<file path="config.mk">
export PLATFORM = sky130hd
export DESIGN_NAME = shift_reg_seq
export DESIGN_NICKNAME = d
export VERILOG_FILES = /design/src/rtl/shift_reg_seq_pkg.sv /design/src/rtl/shift_reg_seq_fill_sel.sv /design/src/rtl/shift_reg_seq.sv
export SDC_FILE = /design/constraint.sdc
export NUM_CORES = 1
export LEC_CHECK = 0
export ABC_AREA = 1
export CORE_AREA = 2 2 64 66
export CTS_BUF_LIST = sky130_fd_sc_hd__clkbuf_4
export CTS_CLUSTER_DIAMETER = 30
export DETAILED_ROUTE_END_ITERATION = 16
export DIE_AREA = 0 0 66 68
export PLACE_DENSITY = 0.44
export SETUP_SLACK_MARGIN = 0.1
export SLEW_MARGIN = 20
export SYNTH_ARGS = -nofsm -noshare
export SYNTH_HDL_FRONTEND = slang
export SYNTH_HIERARCHICAL = 1
export SYNTH_SLANG_ARGS = --single-unit
</file>
<file path="constraint.sdc">
create_clock -name clk -period 2.1 [get_ports clk]
set_clock_uncertainty 0.2 [all_clocks]
set_input_delay 0.42 -clock clk [delete_from_list [all_inputs] [get_ports clk]]
set_output_delay 0.42 -clock clk [all_outputs]
set_load 0.01 [all_outputs]
</file>
<file path="src/rtl/shift_reg_seq_pkg.sv">
// Shared types and encodings for the shift register sequencer.
// States, register mode codes and serial fill codes.
package shift_reg_seq_pkg;

  typedef enum logic [1:0] {
    S_IDLE  = 2'b00,
    S_LOAD  = 2'b01,
    S_SHIFT = 2'b10,
    S_DONE  = 2'b11
  } state_t;

  localparam logic [1:0] MODE_HOLD = 2'b00;
  localparam logic [1:0] MODE_LOAD = 2'b01;
  localparam logic [1:0] MODE_SHR  = 2'b10;
  localparam logic [1:0] MODE_SHL  = 2'b11;

  localparam logic [1:0] FILL_ZERO  = 2'b00;
  localparam logic [1:0] FILL_ONE   = 2'b01;
  localparam logic [1:0] FILL_ROT   = 2'b10;
  localparam logic [1:0] FILL_ARITH = 2'b11;

endpackage

</file>
<file path="src/rtl/shift_reg_seq_fill_sel.sv">
// Serial fill selection for the universal shift register.
// Only the input on the active shift side is driven.
module shift_fill_sel
  import shift_reg_seq_pkg::*;
#(
  parameter int WIDTH = 4
) (
  input  logic             dir,
  input  logic [1:0]       fill,
  input  logic [WIDTH-1:0] q_fb,
  output logic             shr_in,
  output logic             shl_in
);

  logic fin;

  always_comb begin
    fin = 1'b0;
    unique case (1'b1)
      fill == FILL_ZERO:  fin = 1'b0;
      fill == FILL_ONE:   fin = 1'b1;
      fill == FILL_ROT:   fin = dir ? q_fb[WIDTH-1] : q_fb[0];
      fill == FILL_ARITH: fin = dir ? 1'b0 : q_fb[WIDTH-1];
      default:            fin = 1'b0;
    endcase
  end

  assign shr_in = ~dir & fin;
  assign shl_in = dir & fin;

endmodule

</file>
<file path="src/rtl/shift_reg_seq.sv">
// Command sequencer: optional parallel load, then N single-place
// shifts on an external 4-bit universal shift register.
module shift_reg_seq
  import shift_reg_seq_pkg::*;
#(
  parameter int WIDTH = 4,
  parameter int AMT_W = 3
) (
  input  logic             clk,
  input  logic             rst,
  input  logic             cmd_valid,
  output logic             cmd_ready,
  input  logic             cmd_load,
  input  logic [WIDTH-1:0] cmd_data,
  input  logic             cmd_dir,
  input  logic [1:0]       cmd_fill,
  input  logic [AMT_W-1:0] cmd_amt,
  input  logic [WIDTH-1:0] q_fb,
  output logic [1:0]       s1s0,
  output logic             shr_in,
  output logic             shl_in,
  output logic [WIDTH-1:0] ld_data,
  output logic             busy,
  output logic             done
);

  state_t           state;
  logic             dir_q;
  logic [1:0]       fill_q;
  logic [AMT_W-1:0] amt_q;
  logic [AMT_W-1:0] cnt;
  logic [1:0]       mode;
  logic             accept;

  assign accept = cmd_valid & cmd_ready;

  always_ff @(posedge clk) begin
    if (rst) begin
      state   <= S_IDLE;
      ld_data <= '0;
      cnt     <= '0;
      dir_q   <= 1'b0;
      fill_q  <= FILL_ZERO;
      amt_q   <= '0;
    end else begin
      unique case (state)
        S_IDLE: begin
          if (accept) begin
            dir_q   <= cmd_dir;
            fill_q  <= cmd_fill;
            amt_q   <= cmd_amt;
            ld_data <= cmd_data;
            cnt     <= '0;
            if (cmd_load)
              state <= S_LOAD;
            else if (cmd_amt != '0)
              state <= S_SHIFT;
            else
              state <= S_DONE;
          end
        end
        S_LOAD: begin
          state <= (amt_q != '0) ? S_SHIFT : S_DONE;
        end
        S_SHIFT: begin
          if (cnt == amt_q - 1'b1) begin
            cnt   <= '0;
            state <= S_DONE;
          end else begin
            cnt <= cnt + 1'b1;
          end
        end
        S_DONE: begin
          state <= S_IDLE;
        end
        default: begin
          state <= S_IDLE;
        end
      endcase
    end
  end

  always_comb begin
    mode = MODE_HOLD;
    unique case (1'b1)
      state == S_LOAD:  mode = MODE_LOAD;
      state == S_SHIFT: mode = dir_q ? MODE_SHL : MODE_SHR;
      default:          mode = MODE_HOLD;
    endcase
  end

  // Reset must stop the register immediately, not one edge later.
  assign s1s0      = rst ? MODE_HOLD : mode;
  assign cmd_ready = (state == S_IDLE) & ~rst;
  assign busy      = (state != S_IDLE) & ~rst;
  assign done      = (state == S_DONE) & ~rst;

  shift_fill_sel #(
    .WIDTH(WIDTH)
  ) u_fill (
    .dir   (dir_q),
    .fill  (fill_q),
    .q_fb  (q_fb),
    .shr_in(shr_in),
    .shl_in(shl_in)
  );

endmodule
</file>
## Word level (Yosys, flattened, before mapping)

Cells that the tools add are included.

- RAM bits: 0
- Bits in latches: 0
- ROM bits: 0
- Register bits after elaboration: 15
- Memories: 0
- Output and inout bits: 11

- Multipliers: 0
- Order comparisons: 0
- Reductions and logical operators: 8
- Shift operators: 0
- Div/mod/pow operators: 0
- Bitwise logic cells: 8
- Mux-type cells: 15
- Add/subtract/negate cells: 2
- Equality and inequality tests: 9

Operators with widths:

| kind | number |
|---|---|
| == test 2 bit (second input constant) | 4 |
| two-way mux 2 bit | 4 |
| case mux 2 bit (4 select lines) | 1 |
| AND 1 bit | 6 |
| two-way mux 3 bit | 2 |
| case mux 3 bit (2 select lines) | 1 |
| AND reduction 2 bit | 3 |
| nonzero test 3 bit | 2 |
| two-way mux 1 bit | 5 |
| == test 2 x 1 -> 1 bit (second input constant) | 2 |
| != test 2 bit (second input constant) | 2 |
| case mux 2 bit (2 select lines) | 1 |
| nonzero test 2 bit | 2 |
| adder 3 x 1 -> 3 bit (second input constant) | 1 |
| == test 3 bit | 1 |
| case mux 1 bit (3 select lines) | 1 |
| subtractor 3 x 1 -> 3 bit (second input constant) | 1 |
| zero test 2 bit | 1 |
| inverter 1 bit | 2 |

## Logic depth before layout (Yosys ltp)

Gate-level depths: netlist of the first run.

- Depth in word-level cells: 5
- Mapped depth: 12
- Depth with buffers taken out: 12

## Cells and area by module

Netlist of the first run, hierarchy kept.

Modules (own cells, without submodules):

| module | cells an instance | area each (um^2) | instances |
|---|---|---|---|
| shift_reg_seq | 116 | 835.8 | 1 |
| shift_fill_sel | 13 | 52.6 | 1 |

## Worst setup path after synthesis of the first run

Ideal clock, no wire load.

- Path kind: register to register
- Start: reg amt_q[0]
- End: reg state[1]
- Arrival time: 1.339 ns
- Cell stages (with the launch flop): 12
- Buffers on the path: 0
- Clock period less this slack: 1.652 ns
- Library setup time: 0.113 ns
- Required time: 1.787 ns
- Setup slack: 0.448 ns
- Cells stage by stage: dfxtp_1 > inv_1 > ha_1 > ha_1 > nand2_1 > inv_1 > nor2_2 > nand3_2 > nand2_2 > nand2_2 > nor2_1 > nor2_1

- Cells in the longest elaborated chain, start to end: 4

Ends and longest elaborated chain:

| element | line | RTL |
|---|---|---|
| from (decl) | shift_reg_seq.sv:30 | `logic [AMT_W-1:0] amt_q;` |
| from (signal assigned) | shift_reg_seq.sv:51 | `amt_q <= cmd_amt;` |
| subtractor 3 x 1 -> 3 bit | shift_reg_seq.sv:66 | `if (cnt == amt_q - 1'b1) begin` |
| == test 3 bit | shift_reg_seq.sv:66 |  |
| != test 2 bit (no source line) | -- |  |
| AND reduction 2 bit (no source line) | -- |  |
| to (signal assigned) | shift_reg_seq.sv:63 | `state <= (amt_q != '0) ? S_SHIFT : S_DONE;` |
| to (decl) | shift_reg_seq.sv:27 | `state_t state;` |

No other way between the ends.
A chain may end at the register's enable or synchronous reset.

## Worst setup path after layout of the first run

- Start: in q_fb[0]
- End: out shr_in

- Cells in the longest elaborated chain, start to end: 3

Ends and longest elaborated chain:

| element | line | RTL |
|---|---|---|
| from (decl) | shift_reg_seq.sv:18 | `input logic [WIDTH-1:0] q_fb,` |
| two-way mux 1 bit | shift_reg_seq_fill_sel.sv:22 | `fill == FILL_ROT: fin = dir ? q_fb[WIDTH-1] : q_fb[0];` |
| case mux 1 bit (3 select lines) | shift_reg_seq_fill_sel.sv:19 | `unique case (1'b1)` |
| AND 1 bit | shift_reg_seq_fill_sel.sv:28 | `assign shr_in = ~dir & fin;` |
| to (decl) | shift_reg_seq.sv:20 | `output logic shr_in,` |

No other way between the ends.

==> summary.md, run 1 <==
| Metric | Value |
|---|---|
| RSZ-0062 raised after global routing | true |
| Clock Tree Buf Depth | 2 |
| Max Cap Viol | 0 |
| Sw Share | 0.3994 |
| Gpl congestion | 0.7268 |
| Delay-heaviest family, CP | buffers and inverters |
| Pleak | 0.6301 nW |
| CP Capture Type | output pin |
| CTS clk-pin slew, worst paths | 0.09 ns |
| Worst slew pin tran | 0.2223 ns |
| Number of global-route vias before repair | 894 |
| Final worst path period need | 1.952 ns |
| Fin crit share | 0.9296 |
| First-pass GRT wire length | 3.864 mm |
| Placed inst area | 0.001251 mm² |
| Wirelength per Cell | 9.935 µm |
| Sequential cell area | 305.3 µm² |
| Drt via density | 4.084 |
| Clk Latency, worst-skew pair | 0.28 ns |
| Syn Std Cell Area | 888.4 µm² |
| CP Class | in -> out |
| Drt first pass iters | 4 |
| Layout overhead on the synthesized area | 49.15% |
| Share of layout cells above drive strength 1 | 0.2364 |
| Yosys Warn Count | 6 |
| Worst relative slew slack | 0.8518 |
| DRC | 0 |
| DRT iter0 DRCs | 36 |
| ANT nets after route | 0 |
| Die span in x | 66 µm |
| Critical-path top delay cell | clkdlybuf4s50_1 |
| Via count | 878 |
| Status | complete, no violations |
| Final TNS setup | 0 ns |
| Max-slew violation count | 0 |
| Placeable Area | 0.003856 mm² |
| RR Endpoint | state[0]$_SDFFE_PP0P_ |
| CTS buffer count | 3 |
| Congestion Overflow GR | 0 |
| Hold path depth | 2 |
| Final Hold Vio Count | 0 |
| # rows | 23 |
| Sw power | 471.5 µW |
| Fin cells | 215 |
| Mean Syn Cell Area | 6.886 µm² |
| Required time worst endpoint | 1.48 ns |
| Initial cell density of the core | 0.2304 |
| Crit-path max FO | 2 |
| Total power | 1.181 mW |
| Number of diodes | 0 |
| Setup violations, final | 0 |
| Port Buffers | 26 |
| Cells after Synth | 129 |
| Reg2Reg Depth | 12 |
| Placed insts | 210 |
| DPL Wire Length | 1.730 mm |
| Power density over the cells | 891.0 mW/mm² |
| Syn nets | 155 |
| Worst-path cell chain | clkdlybuf4s50_1 -> inv_1 -> nand2_1 -> nand3_2 -> a21oi_2 -> buf_2 |
| Most frequent cells in the layout | 33 x nand2_1, 19 x inv_1, 17 x clkdlybuf4s50_1 |
| Area occupied by multi-input gates | 534.3 µm² |
| CP startpoint kind | input port |
| Maximum VDD drop | 292.8 µV |
| H-tree levels | 1 |
| Largest net degree at the start of global routing | 14 |
| Sequential Power Share | 0.329 |
| Die height | 68 µm |
| Min-delay src | amt_q[2]$_SDFFE_PP0P_ |
| Most common cell after layout, fill and taps aside | nand2_1 |
| Clock root cell | clkbuf_4 |
| Reg2Reg Setup Slack | 0.31 ns |
| Filler instances | 446 |
| Clock power share | 0.144 |
| Unique cell type count in the Yosys netlist | 21 |
| CP peak stage delay | 0.45 ns |
| Worst Hold End | amt_q[2]$_SDFFE_PP0P_ |
| Fin area | 0.001325 mm² |
| CP arrival | 1.33 ns |
| Hold-fix buffers at CTS | 0 |
| IO Count | 29 |
| Fmax | 0.5123 GHz |
| Worst setup path start | q_fb[0] |
| Worst path bufs/invs | 3 |
| Initial antenna violation count | 0 |
| Routed Wire Length | 2.136 mm |
| Die area | 0.004488 mm² |
| Gr usage total | 0.1111 |
| Register area share after synthesis | 0.3380 |
| Final net count | 192 |
| Seq cells post-synth | 15 |
| Reg2reg start | amt_q[0]$_SDFFE_PP0P_ |
| Internal Pwr Total | 709.1 µW |
| HP Class | reg -> reg |
| CTS tree | done |
| Clk sink count | 15 |
| Comb pwr share | 0.527 |
[tightest hold or removal path: stages, from the launching register on]
cell	delay [ns]
dfxtp_1	0.31
inv_1	0.07
a21oi_1	0.06
[worst max-delay path by stage]
stage / to / slack [ns] / depth (start not counted)
floorplan: state[1]$_SDFFE_PP0P_ / 0.45 / 11
global placement: s1s0[0] / -0.27 / 3
detailed placement: shl_in / -0.28 / 6
CTS: s1s0[0] / 0.09 / 5
global route: s1s0[0] / 0.07 / 6
finish: shr_in / 0.15 / 6
[metal layers]
metal  global-route usage  share of wire  wire length, µm  vias up
li1                     -              -                -      475
met4              0.04592          0.012               25        0
met5                    0              0                0        -
met2               0.1818           0.50             1064       10
met3              0.02303          0.022               48        2
met1               0.1427           0.47              997      391
[sequential cells by signal, indices dropped and copies added (netlist names)]
signal   count
cnt          3
ld_data      4
state        2
fill_q       2
amt_q        3
dir_q        1
[per-stage QoR]
stage / hold WS, ns / setup WS (ns) / util
after global placement: 0.2539 / -0.2717 / 0.3245
after CTS: 0.2720 / 0.09494 / 0.3274
final: 0.2692 / 0.1479 / 0.3436
after floorplan: 0.2325 / 0.4479 / -
after global routing: 0.3141 / 0.07438 / 0.3436
after detailed placement: 0.2571 / -0.2840 / 0.3245
[power by group through the flow]
stage	clock network [mW]	logic (mW)	registers, mW
2_1_floorplan	0	0.351	0.391
3_3_place_gp	0	0.586	0.391
3_5_place_dp	0	0.596	0.392
4_1_cts	0.178	0.579	0.388
5_1_grt	0.189	0.722	0.399
6_report	0.169	0.622	0.389
[area by class of cell]
cell class              instances  area share
clock buffers                   3     0.01700
clock inverters                 1    0.003777
well taps                      50     0.04721
multi-input cells              89      0.4032
flip-flops and latches         15      0.2304
repair buffers                 35      0.2342
inverters                      22     0.06421
[cell families after synthesis]
family,Yosys count,share of synthesized area
adders and majority gates,8,0.1127
buffers and inverters,25,0.1183
DFF,15,0.3380
xor gates and xnor gates,1,0.009861
AOI/OAI and AO/OA,16,0.09437
and+or+nand+nor,64,0.3268
[synth_stat cells (all sizes together)]
| library cell | count | share of area |
|---|---|---|
| nand2 | 36 | 0.16 |
| inv | 22 | 0.096 |
| dfxtp | 15 | 0.34 |
| nand3 | 12 | 0.087 |
| nor2 | 11 | 0.049 |
| a21oi | 9 | 0.051 |
| ha | 8 | 0.11 |
| o21ai | 7 | 0.044 |
| buf | 3 | 0.023 |
| nand4 | 2 | 0.014 |
| nor3 | 2 | 0.011 |
| or2 | 1 | 0.0070 |
| xor2 | 1 | 0.0099 |
[repair_timing]
action,4_1_cts,5_1_grt
pin swaps,0,4
cloned,0,0
setup buffers,0,1
endpoints found under the setup margin,7,6
resized for setup,20,15
Power figures use the tool's default switching activity.
==> run 2: changes to the inputs <==
--- a/config.mk
+++ b/config.mk
@@ -13,2 +13,3 @@
 export DIE_AREA = 0 0 66 68
+export MAX_ROUTING_LAYER = met4
 export PLACE_DENSITY = 0.44
--- a/constraint.sdc
+++ b/constraint.sdc
@@ -4,2 +4,2 @@
 set_output_delay 0.42 -clock clk [all_outputs]
-set_load 0.01 [all_outputs]
+set_load 0.02 [all_outputs]
==> run 2 against run 1 <==
Effect of this change: register-to-register slack worse by 0.02 ns; clock-buffer cell count is 1 higher; maximum frequency is 2.4% higher; combinational power is 13% higher; setup slack better by 0.045 ns; critical endpoint is now s1s0[0]; largest cell class unchanged.
==> summary.md, run 2 (same netlist as run 1, synthesis figures left out) <==
| Metric | Value |
|---|---|
| Placed insts | 215 |
| Max Cap Viol | 0 |
| CTS buffer count | 3 |
| Sequential cell area | 302.8 µm² |
| Routed Wire Length | 2.234 mm |
| Setup slack after layout | 0.1932 ns |
| Worst-path cell chain | buf_4 -> ha_2 -> a21oi_2 -> nor3_2 -> buf_4 |
| Crit-path max FO | 2 |
| Critical-path top delay cell | dfxtp_1 |
| Max reg flops | 4 |
| Area occupied by multi-input gates | 521.8 µm² |
| Fin cells | 220 |
| CTS clk-pin slew, worst paths | 0.08 ns |
| Port Buffers | 26 |
| Hold path depth | 2 |
| Placement Setup Slack | -0.3599 ns |
| Most common cell after layout, fill and taps aside | nand2_1 |
| Reg2Reg Depth | 11 |
| Gr usage total | 0.1096 |
| HP Class | reg -> reg |
| IO Count | 29 |
| Fin area | 0.001363 mm² |
| Internal Pwr Total | 761.9 µW |
| DRT iter0 DRCs | 15 |
| Die height | 68 µm |
| Drt first pass iters | 4 |
| Reg2reg start | amt_q[0]$_SDFFE_PP0P_ |
| Initial antenna violation count | 0 |
| Die span in x | 66 µm |
| Clock root cell | clkbuf_4 |
| Clock power share | 0.139 |
| Via count | 903 |
| Number of diodes | 0 |
| CP peak stage delay | 0.33 ns |
| CP startpoint kind | register |
| Worst slew pin tran | 0.2335 ns |
| Min-delay src | ld_data[0]$_SDFFE_PP0P_ |
| Biggest register | ld_data |
| ANT nets after route | 0 |
| CP Capture Type | output pin |
| Setup violations, final | 0 |
| Clk sink count | 15 |
| Filler instances | 433 |
| Sequential Power Share | 0.306 |
| Final net count | 197 |
| Most frequent cells in the layout | 34 x nand2_1, 20 x inv_1, 17 x buf_4 |
| DPL Wire Length | 1.788 mm |
| DRC | 0 |
| Hold-fix buffers at CTS | 0 |
| Largest net degree at the start of global routing | 14 |
| Gpl congestion | 0.7128 |
| Max-slew violation count | 0 |
| Comb pwr share | 0.555 |
| CTS tree | done |
| Sw power | 501.2 µW |
| Worst Hold End | ld_data[0]$_SDFFE_PP0P_ |
| Initial cell density of the core | 0.2304 |
| Share of layout cells above drive strength 1 | 0.2588 |
| # rows | 23 |
| Clock Tree Buf Depth | 2 |
| Worst relative slew slack | 0.8441 |
| CP Class | reg -> out |
| RR Endpoint | state[0]$_SDFFE_PP0P_ |
| Final Hold Vio Count | 0 |
| Required time worst endpoint | 1.48 ns |
| CP arrival | 1.29 ns |
| Layout overhead on the synthesized area | 53.38% |
| Clk Latency, worst-skew pair | 0.28 ns |
| Placed inst area | 0.001289 mm² |
| Congestion Overflow GR | 0 |
| Fmax | 0.5245 GHz |
| Most used cell, CP | buf_4 |
| H-tree levels | 1 |
| Status | complete, no violations |
| Die area | 0.004488 mm² |
| Maximum VDD drop | 454.0 µV |
| Largest registers | ld_data x4, amt_q x3, cnt x3 |
| Sw Share | 0.3968 |
| First-pass GRT wire length | 3.643 mm |
| Final worst path period need | 1.907 ns |
| Number of global-route vias before repair | 880 |
| Fin crit share | 0.9080 |
| Power density over the cells | 927.0 mW/mm² |
| Wirelength per Cell | 10.15 µm |
| Reg2Reg Setup Slack | 0.29 ns |
| Drt via density | 4.105 |
| RSZ-0062 raised after global routing | true |
| Placeable Area | 0.003856 mm² |
| Pleak | 0.6529 nW |
## run 2: metal layers
| layer | vias to the layer above | share of wire | global-route usage |
|---|---|---|---|
| met5 | - | 0 | - |
| met4 | 0 | 0.018 | 0.05357 |
| met3 | 4 | 0.030 | 0.03289 |
| met2 | 13 | 0.48 | 0.1780 |
| met1 | 401 | 0.47 | 0.1239 |
| li1 | 485 | - | - |
## run 2: worst max path at each step
stage | endpoint | slack [ns] | start | cells after the start
floorplan | s1s0[0] | 0.25 | state[0]$_SDFFE_PP0P_ | 4
global placement | shr_in | -0.34 | q_fb[3] | 6
detailed placement | shr_in | -0.36 | q_fb[3] | 6
CTS | s1s0[0] | 0.07 | state[0]$_SDFFE_PP0P_ | 5
global route | s1s0[0] | 0.09 | state[0]$_SDFFE_PP0P_ | 5
finish | s1s0[0] | 0.19 | state[1]$_SDFFE_PP0P_ | 5
## run 2: power groups by stage
stage	combinational, mW	sequential [mW]	clock, mW
final	0.701	0.387	0.176
after global routing	0.790	0.395	0.196
after CTS	0.669	0.383	0.185
after detailed placement	0.678	0.390	0
after global placement	0.673	0.388	0
after floorplan	0.371	0.403	0
## run 2: area by class of cell
type | count | area share
multi-input cells | 89 | 0.3829
clock buffers | 4 | 0.02204
flip-flops and latches | 15 | 0.2222
well taps | 50 | 0.04591
repair buffers | 40 | 0.2645
inverters | 22 | 0.06244
## run 2: repair_timing
action | 4_1_cts | 5_1_grt
cloned | 0 | 0
pin swaps | 1 | 3
endpoints found under the hold margin | 0 | 0
gates resized for setup | 28 | 18
setup endpoints to repair | 7 | 8
buffers inserted | 0 | 1
## run 2: per-stage QoR
stage / total power [mW] / hold WS [ns] / setup TNS (ns) / util
floorplan: 0.7733 / 0.2325 / 0 / -
global placement: 1.061 / 0.2522 / -1.810 / 0.3342
detailed placement: 1.068 / 0.2588 / -1.828 / 0.3342
CTS: 1.237 / 0.2708 / 0 / 0.3381
global route: 1.381 / 0.3019 / 0 / 0.3533
finish: 1.263 / 0.2658 / 0 / 0.3533
## run 2: worst max-delay path, delay by kind of cell (launching register included)
kind	cells	cell delay, ns
DFF	1	0.33
buffers and inverters	2	0.27
adders and majority gates	1	0.18
and+or+nand+nor	1	0.17
AOI/OAI and AO/OA	1	0.06
